### src/rtl/btn_event_gen_pkg.sv
// Shared definitions for the button event generator: FSM state encodings and width helpers.
package btn_event_gen_pkg;

    typedef logic [1:0] btn_state_t;

    localparam btn_state_t ST_IDLE   = 2'd0;
    localparam btn_state_t ST_HELD   = 2'd1;
    localparam btn_state_t ST_REPEAT = 2'd2;

    // Never returns zero, so single-value counters still get a legal width.
    function automatic int unsigned safe_clog2(input int unsigned v);
        return (v <= 1) ? 1 : $clog2(v);
    endfunction

    function automatic int unsigned max_u(input int unsigned a, input int unsigned b);
        return (a > b) ? a : b;
    endfunction

endpackage

### src/rtl/btn_evt_fsm.sv
// Per-button press/hold/repeat FSM; produces combinational press and release strobes.
module btn_evt_fsm
    import btn_event_gen_pkg::*;
#(
    parameter int unsigned HOLD_TICKS   = 500,
    parameter int unsigned REPEAT_TICKS = 100,
    parameter int unsigned CNT_W        = 9
) (
    input  logic clk,
    input  logic reset,
    input  logic lvl,
    input  logic prev,
    input  logic tick,
    input  logic rpt_en,
    input  logic masked,
    output logic evt_i,
    output logic rel_i
);

    btn_state_t       r_state;
    btn_state_t       w_state_nxt;
    logic [CNT_W-1:0] r_cnt;
    logic [CNT_W-1:0] w_cnt_nxt;
    logic             w_rise;
    logic             w_fall;
    logic             w_count;

    assign w_rise  = lvl & ~prev;
    assign w_fall  = ~lvl & prev;
    assign w_count = tick & rpt_en;

    // Release is checked first so it beats a repeat firing on the same tick.
    always_comb begin
        w_state_nxt = r_state;
        w_cnt_nxt   = r_cnt;
        evt_i       = 1'b0;
        rel_i       = 1'b0;
        case (r_state)
            ST_IDLE: begin
                if (w_rise) begin
                    evt_i       = 1'b1;
                    w_cnt_nxt   = '0;
                    w_state_nxt = ST_HELD;
                end
            end
            ST_HELD: begin
                if (w_fall) begin
                    rel_i       = 1'b1;
                    w_state_nxt = ST_IDLE;
                end else if (masked && w_count) begin
                    if (r_cnt == CNT_W'(HOLD_TICKS - 1)) begin
                        evt_i       = 1'b1;
                        w_cnt_nxt   = '0;
                        w_state_nxt = ST_REPEAT;
                    end else begin
                        w_cnt_nxt = r_cnt + CNT_W'(1);
                    end
                end
            end
            ST_REPEAT: begin
                if (w_fall) begin
                    rel_i       = 1'b1;
                    w_state_nxt = ST_IDLE;
                end else if (w_count) begin
                    if (r_cnt == CNT_W'(REPEAT_TICKS - 1)) begin
                        evt_i     = 1'b1;
                        w_cnt_nxt = '0;
                    end else begin
                        w_cnt_nxt = r_cnt + CNT_W'(1);
                    end
                end
            end
            default: begin
                w_state_nxt = ST_IDLE;
                w_cnt_nxt   = '0;
            end
        endcase
    end

    always_ff @(posedge clk or negedge reset) begin
        if (!reset) begin
            r_state <= ST_IDLE;
            r_cnt   <= '0;
        end else begin
            r_state <= w_state_nxt;
            r_cnt   <= w_cnt_nxt;
        end
    end

endmodule

### src/rtl/btn_event_gen.sv
// Turns debounced button levels into registered press/release/repeat pulses plus an encoded code.
module btn_event_gen
    import btn_event_gen_pkg::*;
#(
    parameter int unsigned      N_BTN        = 9,
    parameter int unsigned      TICK_DIV     = 1001,
    parameter int unsigned      HOLD_TICKS   = 500,
    parameter int unsigned      REPEAT_TICKS = 100,
    parameter logic [N_BTN-1:0] REPEAT_MASK  = N_BTN'('h003)
) (
    input  logic                     clk,
    input  logic                     reset,
    input  logic [N_BTN-1:0]         btn_lvl,
    output logic [N_BTN-1:0]         evt,
    output logic [N_BTN-1:0]         rel,
    output logic                     evt_valid,
    output logic [$clog2(N_BTN)-1:0] evt_code
);

    localparam int unsigned TICK_W = safe_clog2(TICK_DIV);
    localparam int unsigned CNT_W  = safe_clog2(max_u(HOLD_TICKS, REPEAT_TICKS) + 1);
    localparam int unsigned CODE_W = $clog2(N_BTN);

    logic [TICK_W-1:0] r_tick_cnt;
    logic              w_tick;
    logic [N_BTN-1:0]  r_prev;
    logic [N_BTN-1:0]  w_masked;
    logic              w_rpt_en;
    logic [N_BTN-1:0]  w_evt;
    logic [N_BTN-1:0]  w_rel;
    logic [CODE_W-1:0] w_code;
    logic [N_BTN-1:0]  r_evt;
    logic [N_BTN-1:0]  r_rel;
    logic              r_valid;
    logic [CODE_W-1:0] r_code;

    assign w_tick = (r_tick_cnt == TICK_W'(TICK_DIV - 1));

    // More than one masked button high (x & (x-1) != 0) inhibits repeats.
    assign w_masked = btn_lvl & REPEAT_MASK;
    assign w_rpt_en = ~|(w_masked & (w_masked - N_BTN'(1)));

    for (genvar g = 0; g < N_BTN; g++) begin : g_btn
        btn_evt_fsm #(
            .HOLD_TICKS   (HOLD_TICKS),
            .REPEAT_TICKS (REPEAT_TICKS),
            .CNT_W        (CNT_W)
        ) u_fsm (
            .clk    (clk),
            .reset  (reset),
            .lvl    (btn_lvl[g]),
            .prev   (r_prev[g]),
            .tick   (w_tick),
            .rpt_en (w_rpt_en),
            .masked (REPEAT_MASK[g]),
            .evt_i  (w_evt[g]),
            .rel_i  (w_rel[g])
        );
    end

    always_comb begin
        w_code = '0;
        for (int i = int'(N_BTN) - 1; i >= 0; i--) begin
            if (w_evt[i]) begin
                w_code = CODE_W'(i);
            end
        end
    end

    always_ff @(posedge clk or negedge reset) begin
        if (!reset) begin
            r_tick_cnt <= '0;
            r_prev     <= '0;
            r_evt      <= '0;
            r_rel      <= '0;
            r_valid    <= 1'b0;
            r_code     <= '0;
        end else begin
            r_tick_cnt <= w_tick ? '0 : r_tick_cnt + TICK_W'(1);
            r_prev     <= btn_lvl;
            r_evt      <= w_evt;
            r_rel      <= w_rel;
            r_valid    <= |w_evt;
            r_code     <= w_code;
        end
    end

    assign evt       = r_evt;
    assign rel       = r_rel;
    assign evt_valid = r_valid;
    assign evt_code  = r_code;

endmodule

### config.mk
export PLATFORM = sky130hd
export DESIGN_NAME = btn_event_gen
export DESIGN_NICKNAME = d
export VERILOG_FILES = /design/src/rtl/btn_event_gen_pkg.sv /design/src/rtl/btn_evt_fsm.sv /design/src/rtl/btn_event_gen.sv
export SDC_FILE = /design/constraint.sdc
export NUM_CORES = 1
export LEC_CHECK = 0
export ABC_CLOCK_PERIOD_IN_PS = 2200
export CORE_MARGIN = 1.5
export CORE_UTILIZATION = 35
export CTS_CLUSTER_SIZE = 25
export DETAILED_ROUTE_END_ITERATION = 16
export GPL_ROUTABILITY_DRIVEN = 0
export SLEW_MARGIN = 30
export SYNTH_ARGS = -nofsm -noshare
export SYNTH_HDL_FRONTEND = slang
export SYNTH_SLANG_ARGS = --single-unit
### constraint.sdc
create_clock -name clk -period 2.2 [get_ports clk]
set_input_delay 0.44 -clock clk [delete_from_list [all_inputs] [get_ports clk]]
set_output_delay 0.44 -clock clk [all_outputs]
set_load 0.01 [all_outputs]
* Word-level counts from Yosys, hierarchy flattened *
Index checks and enable logic that the tools add are counted.

word-level totals
  register bits after elaboration = 141
  bits in writable memories = 0
  memories kept = 0
  latch bits = 0
  output and inout port bits = 23
  ROM bits = 0
  bits of input ports = 11

cells by class
  multiplexer cells = 163
  bitwise operators = 45
  shift-type cells = 0
  add/subtract/negate cells = 11
  reductions and logical operators = 39
  equal/unequal tests = 74
  divide/modulo/power cells = 0
  order comparisons = 0
  multiply operators = 0

operators by type and width
  operator                                             number
  2-to-1 mux 9 bit                                     42
  one-hot mux 9 bit (3 select lines)                   9
  adder 9 x 1 -> 9 bit, second input constant          9
  equality test 9 x 7 -> 1 bit, second input constant  9
  2-to-1 mux 1 bit                                     60
  2-to-1 mux 2 bit                                     24
  != test 2 x 1 -> 1 bit, second input constant        20
  != test 2 bit, second input constant                 20
  2-to-1 mux 4 bit                                     9
  AND reduction 4 bit                                  9
  one-hot mux 2 bit (2 select lines)                   7
  NOT 1 bit                                            25
  bitwise AND 1 bit                                    19
  equality test 2 x 1 -> 1 bit, second input constant  9
  equality test 2 bit, second input constant           9
  equality test 9 bit, second input constant           2
  zero test 2 bit                                      9
  OR reduction 2 bit                                   9
  OR reduction 9 bit                                   2
  one-hot mux 1 bit (2 select lines)                   7
  AND reduction 2 bit                                  7
  one-hot mux 2 bit (3 select lines)                   2
  adder 10 x 1 -> 10 bit, second input constant        1
  equality test 10 bit, second input constant          1
  other kinds (8)                                      12

* Longest topological paths before layout *
  depth in word-level cells = 17
  gate-level depth with buffers = 8
  mapped depth without buffers = 7

* By module *
Synthesis repeated with hierarchy kept, for this count alone.

second synthesis, totals
  cells, all modules = 907
  area total of the unflattened synthesis = 8664.6 µm²

by module, submodules not included
  module                             area an instance (µm²)  cells an instance  instances
  btn_evt_fsm at g_btn[0].u_fsm ...  808.3                   90                 5
  btn_evt_fsm at g_btn[6].u_fsm ...  797.0                   90                 3
  btn_event_gen                      1416.4                  100                1
  btn_evt_fsm at g_btn[5].u_fsm      815.8                   87                 1

* Worst setup path before layout *
No wires, ideal clock.

  path kind = reg2reg
  start point = register r_tick_cnt[0]
  end point = register g_btn[0].u_fsm.r_cnt[3]
  stages on the path, launching flop included = 8
  setup slack = 271 ps
  path buffers = 0
  data required time = 2079 ps
  library setup time = 121 ps
  data arrival time = 1808 ps
  cell sequence = dfrtp_1 inv_1 ha_1 nand4b_4 a2111oi_4 o221a_2 o21ai_1 a22o_1

between the ends
  word-level cells in the longest chain between the ends = 4
  elaborated cells on any way between the ends = 5
  classes of those cells = eq/ne: 3; bitwise: 1; reduce/logical: 1

RTL lines
  item                               line                 source
  start: declaration                 btn_event_gen.sv:24  logic [TICK_W-1:0] r_tick_cnt;
  start signal: assignment           btn_event_gen.sv:79  r_tick_cnt <= w_tick ? '0 : r_tick_cnt + TICK_W'(1);
  equality test 10 bit (*)           btn_event_gen.sv:37  assign w_tick = (r_tick_cnt == TICK_W'(TICK_DIV - 1));
  bitwise AND 1 bit (*)              btn_evt_fsm.sv:30    assign w_count = tick & rpt_en;
  != test 2 x 1 -> 1 bit (no line)   n/a
  AND reduction 5 bit (no line) (*)  n/a
  end signal: assignment             btn_evt_fsm.sv:86    r_cnt <= w_cnt_nxt;
  end: declaration                   btn_evt_fsm.sv:22    logic [CNT_W-1:0] r_cnt;

Mark *: on every way between the ends. The rest lies on a longest branch, timed or not.
A chain may end at the register's enable or synchronous reset.

* Worst setup path after layout *
  start point = register r_tick_cnt[1]
  end point = register g_btn[0].u_fsm.r_cnt[0]

Same word-level chain as after synthesis.

==> impl_metrics.toml <==
[clock_tree]
cts_tree = "built"
cts_root_buf = "clkbuf_8"
cts_buffers = 9
cts_hold_buffers = 0
cts.sinks = 71
h-tree-depth = 3
clk_pin_slew_worst_paths_ns = 0.08
clock_latency_ns = 0.34
max-clock-path-buffers = 2

[final_layout]
final_nets = 400
syn2layout_area_growth_pct = 26.0
diodes = 0
fin_util = 0.462
layout-drive-gt1-share = 0.175
stdcell_count = 511

[grt]
grt_pass1_wl_mm = 11.4
grt_pass1_vias = 2534
grt.overflow.total = 0
grt_max_degree = 46
grt_usage = 0.138
antenna_found_initial = 0

[critical_path]
start_kind = "register"
critPathBufInv = 2
endpoint_kind = "register"
rr_worst_depth = 7
r2r-end = "g_btn[0].u_fsm.r_cnt[0]"
crit_arrival_ns = 2.28
reg2reg_slack_ns = 0.14
endpoint = "g_btn[0].u_fsm.r_cnt[0]"
crit_fanout = 4
critPathRequiredTime_ns = 2.42
critPathSlowestCell = "a2111oi_4"
crit_chain = "inv_1 -> ha_1 -> nand4b_4 -> a2111oi_4 -> buf_4 -> o221ai_2 -> mux2_2"
crit_family = "compound AO/OA/AOI/OAI gates"
criticalPathCategory = "register to register"
setup.worst_path.start = "r_tick_cnt[1]"
r2r_start = "r_tick_cnt[1]"
worst-path-stages = 7
slowest_delay_ns = 0.42

[pwr]
p_comb_frac = 0.234
pwr-share-clk = 0.339
power_leakage_nw = 1.98
switching_share = 0.293
vdd_drop_max_uv = 358
power_density_nw_per_um2 = 802
switchingPower_mw = 1.02
seqPwrFrac = 0.427
intPower_mw = 2.46

[sta]
fmax_mhz = 485
setup_viol = 0
rsz0062_at_grt = "no"
period_share = 0.937
hold_viol = 0
slew_headroom = 0.567
slew_viol_final = 0
worst_slew_pin_slew_ns = 0.650
whs_ns = 0.120
fin_skew_ns = 0.0150
setup_tns_ns = 0
min_period_ns = 2.06

[drt]
wl_met1_mm = 3.10
vias = 2517
wl_met2_mm = 3.04
drt_first_iter_violations = 86
first_pass_iters = 4
routedWlPerCell_um = 12.6
wl_mm = 6.46
wl_met3_um = 239
drc_errors = 0
viasPerCell = 4.93
routed.top_layer = "met4"
detail-route-antenna-nets = 0

[synthesis]
synth_edf_count = 0
synth.most_common_cell = "dfrtp_1"
synth_area_um2 = 3440
yosysTopAreaCell = "dfrtp_1"
synth_top_area_frac = 0.517
ys_seq_area_frac = 0.517
synth_cells = 312
synth_fp_nets = 335
synth_warnings = 0
async_flop_share = 1.00
synth_common_cells = "dfrtp_1, nand2_1, nor2_1"
synth_cell_type_count = 63
netlist_top_cells_area = "dfrtp_1, ha_1, nand2_1, nor2_1, a22o_1"
synth-main-ff-cell = "dfrtp_1"
synth.avg_cell_area_um2 = 11.0
synth.ff_latch_count = 71

[floorplan]
core_um2 = 9370
rows = 35
initial_utilization = 0.367
die_h_um = 102
die_area_um2 = 10400
io-pin-count = 34
die_x_um = 102

[place]
post-dp-hpwl_mm = 4.68
place_inst = 492
numPortBuffers = 33

[flow_run]
drv_cap = 0

[hold_path]
min_path_type = "input port to async pin"

[outcome]
status = "completed"
-- metal layers --
| layer | vias up | GRT usage |
|---|---|---|
| met4 | 0 | 0.0506 |
| met1 | 1225 | 0.173 |
| li1 | 1247 | - |
| met3 | 6 | 0.0363 |
| met2 | 39 | 0.230 |
| met5 | - | 0 |
-- worst register-to-register path, stage by stage, from the launching register on --
cell	delay, ns
dfrtp_1	0.41
inv_1	0.07
ha_1	0.18
nand4b_4	0.17
a2111oi_4	0.42
buf_4	0.20
o221ai_2	0.19
mux2_2	0.32
-- cells by family after synthesis --
group / after synthesis / share of synthesized area
mux: 4 / 0.0135
fa+ha+maj: 19 / 0.0640
compound gates: 65 / 0.156
xor+xnor: 6 / 0.0153
buf+inv: 26 / 0.0331
simple gates: 121 / 0.202
flops: 71 / 0.517
-- cells in the final DEF, fill, tap and decap left out, types with 4 or more instances in the layout --
| cell | instances |
|---|---|
| a2bb2oi_1 | 6 |
| nand3_1 | 6 |
| maj3_1 | 7 |
| ha_1 | 12 |
| nor3b_1 | 8 |
| a21oi_1 | 7 |
| buf_4 | 23 |
| nor2_1 | 29 |
| a22o_1 | 9 |
| clkbuf_8 | 10 |
| nor2b_1 | 5 |
| nor3_1 | 6 |
| o21ai_0 | 6 |
| dfrtp_1 | 71 |
| and3_1 | 9 |
| o31ai_2 | 4 |
| o21ai_1 | 10 |
| nand2_1 | 30 |
| clkdlybuf4s50_1 | 32 |
| inv_1 | 21 |
-- final cells by class --
type                            instances  area, um^2
Clock buffer                           10         138
Multi-Input combinational cell        216        1570
Inverter                               22        82.6
Timing Repair Buffer                   57         518
Sequential cell                        71        1780
Fill cell                             875        5040
Tap cell                              129         161
Clock inverter                          6        91.3
-- sequential cells by signal, indices dropped and copies added, names as in the netlist --
name / flops
evt: 9
evt_code: 4
evt_valid: 1
g_btn.u_fsm.r_cnt: 18
g_btn.u_fsm.r_state: 11
r_prev: 9
r_tick_cnt: 10
rel: 9
-- worst min-delay path by stage --
stage	depth (start not counted)	endpoint	slack, ns
after floorplan	0	evt[0]	0.14
after global placement	1	evt[2]	0.47
after detailed placement	1	evt[2]	0.47
after CTS	1	g_btn[1].u_fsm.r_cnt[1]	0.13
after global routing	1	r_prev[8]	0.17
final	1	g_btn[1].u_fsm.r_cnt[5]	0.12
-- power groups by stage --
stage | clock (mW) | sequential (mW) | combinational [mW]
after CTS | 1.21 | 1.48 | 0.804
after global routing | 1.28 | 1.50 | 0.905
after floorplan | 0 | 1.52 | 0.489
final | 1.18 | 1.48 | 0.814
after global placement | 0 | 1.51 | 0.788
after detailed placement | 0 | 1.51 | 0.802
-- through the flow --
| stage | instance area, um^2 | setup slack, ns | power, mW |
|---|---|---|---|
| 2_1_floorplan | 3440 | 0.271 | 2.00 |
| 3_3_place_gp | 4070 | -0.123 | 2.29 |
| 3_5_place_dp | 4070 | -0.164 | 2.31 |
| 4_1_cts | 4300 | 0.0655 | 3.50 |
| 5_1_grt | 4330 | 0.00315 | 3.68 |
| 6_report | 4330 | 0.138 | 3.48 |
-- what timing repair did --
item                       CTS  global route
hold endpoints to repair     0             0
setup endpoints to repair    0            10
setup buffers                0             2
gates resized for setup      0             2
No activity file was read; power rests on OpenSTA's default activity.
